File: config.mk
export PLATFORM = sky130hd
export DESIGN_NAME = lfsr_check_window
export DESIGN_NICKNAME = d
export VERILOG_FILES = /design/src/rtl/lfsr_checker_pkg.sv /design/src/rtl/lfsr_check_window.sv
export SDC_FILE = /design/constraint.sdc
export NUM_CORES = 1
export LEC_CHECK = 0
export BUFFER_PORTS_ARGS = -buffer_cell sky130_fd_sc_hd__buf_2
export CORE_MARGIN = 3
export CORE_UTILIZATION = 30
export DETAILED_ROUTE_END_ITERATION = 8
export MAX_ROUTING_LAYER = met4
export PLACE_DENSITY = 0.52
export SLEW_MARGIN = 25
export SYNTH_ARGS = -nofsm -noshare
export SYNTH_HDL_FRONTEND = slang
export SYNTH_SLANG_ARGS = --single-unit
export TNS_END_PERCENT = 100
File: constraint.sdc
create_clock -name clk -period 2.71 [get_ports clk]
set_clock_uncertainty 0.15 [all_clocks]
set_input_delay 0.1355 -clock clk [delete_from_list [all_inputs] [get_ports clk]]
set_output_delay 0.1355 -clock clk [all_outputs]
set_load 0.01 [all_outputs]
File: src/rtl/lfsr_checker_pkg.sv
// Shared definitions for the 4-bit LFSR sequence checker.
// Latency: n/a (constants, types and a helper function only).
// Flow control: n/a.
package lfsr_checker_pkg;

  localparam int LFSR_W      = 4;
  localparam int LFSR_PERIOD = 15;

  // The generator's reset seed; its stream is 1,0,0,1,1,0,1,0,1,1,1,1,0,0,0.
  localparam logic [LFSR_W-1:0] GEN_SEED = 4'b1001;

  typedef enum logic [1:0] {
    ST_SEED   = 2'd0,
    ST_VERIFY = 2'd1,
    ST_LOCKED = 2'd2
  } state_t;

  // Next bit of the sequence, from a history with h[0] as the oldest bit.
  function automatic logic predict(input logic [LFSR_W-1:0] h);
    return h[0] ^ h[1];
  endfunction

endpackage

File: src/rtl/lfsr_check_window.sv
// Counts mismatches inside consecutive 15-bit windows while locked.
// Latency: loss is combinational on the current advance; counters update on the edge.
// Flow control: counters move only when advance is high; clear holds them at zero.
module lfsr_check_window
  import lfsr_checker_pkg::*;
#(
  parameter int LOSS_THRESH = 4
) (
  input  logic clk,
  input  logic rst,
  input  logic clear,
  input  logic advance,
  input  logic mismatch,
  output logic loss
);

  logic [3:0] wpos;
  logic [3:0] werr;
  logic [4:0] werr_inc;

  // Include the current mismatch before testing the threshold, so the bit
  // that completes the burst is the one that drops lock (even on a wrap bit).
  assign werr_inc = {1'b0, werr} + {4'b0000, mismatch};
  assign loss     = advance && mismatch && (werr_inc >= 5'(LOSS_THRESH));

  // Window position 0..14 and error tally; the tally restarts on every wrap.
  always_ff @(posedge clk) begin
    if (rst || clear) begin
      wpos <= '0;
      werr <= '0;
    end else if (advance) begin
      if (wpos == 4'(LFSR_PERIOD - 1)) begin
        wpos <= '0;
        werr <= '0;
      end else begin
        wpos <= wpos + 4'd1;
        werr <= werr_inc[3:0];
      end
    end
  end

endmodule

==> impl_metrics.py <==
metrics = {
    "grt": {
        "grt_max_degree": 13,
        "antenna_found_initial": 0,
        "grt_pass1_vias": 264,
        "grt_overflow": 0,
        "grt_usage_pct": 8.95,
        "grt_pass1_wl_mm": 1.17,
    },
    "clocking": {
        "cts.path.max_buffers": 2,
        "cts_root_buf": "clkbuf_4",
        "cts_buffers": 3,
        "cts_setup_buffers": 0,
        "path_clk_slew_ns": 0.05,
        "cts_resized": 0,
        "cts_hold_buf": 0,
        "tritoncts": "done",
        "htree_levels": 1,
        "cts.sinks": 8,
        "clk_latency_ns": 0.25,
    },
    "worst_setup_path": {
        "reg2reg_slack_ns": 1.44,
        "crit_required_ns": 2.42,
        "reg2reg_from": "werr[0]$_SDFFE_PP0P_",
        "path_class": "reg2out",
        "start_kind": "flop",
        "crit_fanout": 3,
        "cp-startpoint": "werr[0]$_SDFFE_PP0P_",
        "r2r_end": "werr[2]$_SDFFE_PP0P_",
        "reg2reg_depth": 5,
        "critPathCapture": "loss",
        "endpoint_kind": "primary output",
        "cp.arrival_ns": 1.57,
    },
    "floorplanning": {
        "core_area_sq_mm": 0.00122,
        "die_x_um": 43.5,
        "floorplan.rows": 12,
        "start_util_pct": 34.7,
        "io_pins": 6,
        "die_area_sq_mm": 0.00189,
        "die_h_um": 43.5,
    },
    "drt": {
        "drc_errors": 0,
        "highest_layer": "met4",
        "vias_per_cell": 4.96,
        "drt_wl_total_um": 711,
        "wl_per_cell_um": 10.5,
        "ant_nets": 0,
        "drt-met1-wl_um": 377,
        "dr.pass1.iters": 3,
        "vias": 337,
        "wl_met3_um": 55,
        "drt_iter0_drc": 6,
        "met2_length_um": 269,
    },
    "sta": {
        "hold_viol_final": 0,
        "whs_ns": 0.117,
        "setup-tns-final_ns": 0,
        "finalCritPeriodShare_pct": 68.4,
        "min_period_ns": 1.85,
        "tightest_slew_ns": 0.260,
        "slew_headroom_pct": 82.7,
        "rsz0062_at_grt": "false",
        "slew_violations": 0,
        "setup_violations": 0,
        "fmax_mhz": 539,
    },
    "logic_synthesis": {
        "synth_warnings": 0,
        "synth_edf_count": 0,
        "syn_nets": 56,
        "async_flop_share_pct": 0,
        "synthCells": 49,
        "synth_cell_types": 22,
        "yosys-top-cells-count": "dfxtp_1 (8), a21oi_1 (5), nand2_1 (5), nor2_1 (5)",
        "synth_seq_cells": 8,
        "synth_most_common_cell": "dfxtp_1",
        "synthTopCellsByArea": "dfxtp_1 (38%), xor2_1 (6.2%), a21oi_1 (5.9%), ha_1 (5.9%), mux2i_1 (4.7%)",
        "synth.avg_cell_area_sq_um": 8.61,
        "yosys.area.top_type": "dfxtp_1",
        "netlist_area_sq_um": 422,
        "yosysTopAreaCellShare_pct": 38.0,
        "yosysSeqAreaShare_pct": 38.0,
        "synth-main-ff-cell": "dfxtp_1",
    },
    "finish": {
        "drive_gt1_share_pct": 14.8,
        "syn2layout_area_growth_pct": 9.79,
        "num_antenna_cells": 0,
        "fin_nets": 63,
    },
    "hold_path": {
        "hp-class": "in2reg",
    },
    "power": {
        "powerDensity_mw_per_mm2": 484,
        "leakage_nw": 0.185,
        "p_total_mw": 0.224,
        "ir_drop_uv": 336,
    },
    "flow_run": {
        "maxCapViolations": 0,
    },
    "placed_design": {
        "portBuffers": 5,
        "gpl.final_weighted_congestion": 0.749,
    },
    "outcome": {
        "status": "complete, no violations",
    },
}
==> power by group <==
group	switching (mW)	leakage, nW	internal, mW	total [mW]
combinational	0.00806	0.107	0.00653	0.0146
sequential	0.00238	0.0647	0.119	0.122
clock	0.0373	0.0138	0.0505	0.0878
==> routing by layer <==
metal | GRT usage, % | vias to the layer above
met1 | 12.8 | 141
li1 | - | 187
met5 | - | -
met4 | 1.81 | 0
met3 | 7.47 | 2
met2 | 8.85 | 7
==> cells in the final DEF (no fill, tap or decap), drive strengths merged, types with 2 or more instances in the layout <==
| cell type | netlist | layout |
|---|---|---|
| a21oi | 5 | 5 |
| buf | 3 | 5 |
| ha | 2 | 2 |
| nand4b | 2 | 2 |
| nand2 | 5 | 5 |
| clkbuf | 0 | 3 |
| dfxtp | 8 | 8 |
| mux2i | 2 | 2 |
| nand4 | 2 | 2 |
| nor2 | 5 | 5 |
| nand3 | 3 | 3 |
| xor2 | 3 | 3 |
==> cell families after synthesis <==
kind of cell    Yosys count  share of synthesized area, %
compound gates           10                          14.2
buf+inv                   4                          6.53
mux                       2                          4.75
simple gates             20                          24.3
flops                     8                          38.0
xor+xnor                  3                          6.23
fa+ha+maj                 2                          5.93
==> flip-flops by register name, summed over array words and instances, names as in the netlist <==
register	flops
wpos	4
werr	4
==> final cells by class <==
| cell class | instances | area, sq um |
|---|---|---|
| tap | 14 | 17.5 |
| inverter | 1 | 3.75 |
| fill | 136 | 753 |
| clock buffer | 3 | 22.5 |
| timing repair buffer | 5 | 25.0 |
| multi-input combinational | 37 | 234 |
| sequential | 8 | 160 |
==> through the flow <==
stage / worst slack (ns) / cell area (sq um) / cells / utilization (%)
final: 0.856 / 463 / 68 / 38.1
after global routing: 0.692 / 463 / 68 / 38.1
after CTS: 0.839 / 463 / 68 / 38.1
after detailed placement: 1.12 / 440 / 65 / 36.2
after global placement: 1.15 / 440 / 65 / 36.2
after floorplan: 1.27 / 422 / 49 / -
==> critical path, cell delays in order, from the launching register on <==
cell and delay [ns]:
dfxtp_1 0.32, ha_1 0.21, ha_1 0.21, xor2_1 0.14
a311oi_1 0.25, nor2_1 0.06, buf_2 0.14
==> how the worst min path moves through the flow <==
stage                              start                    to  slack (ns)  depth (start not counted)
finish                           advance  werr[1]$_SDFFE_PP0P_        0.12                          3
global route                     advance  werr[0]$_SDFFE_PP0P_        0.13                          3
CTS                              advance  werr[0]$_SDFFE_PP0P_        0.11                          3
detailed placement  werr[0]$_SDFFE_PP0P_  werr[0]$_SDFFE_PP0P_        0.33                          2
global placement    werr[0]$_SDFFE_PP0P_  werr[0]$_SDFFE_PP0P_        0.31                          2
floorplan                        advance  werr[0]$_SDFFE_PP0P_        0.16                          3
(Power assumes the default switching activity.)
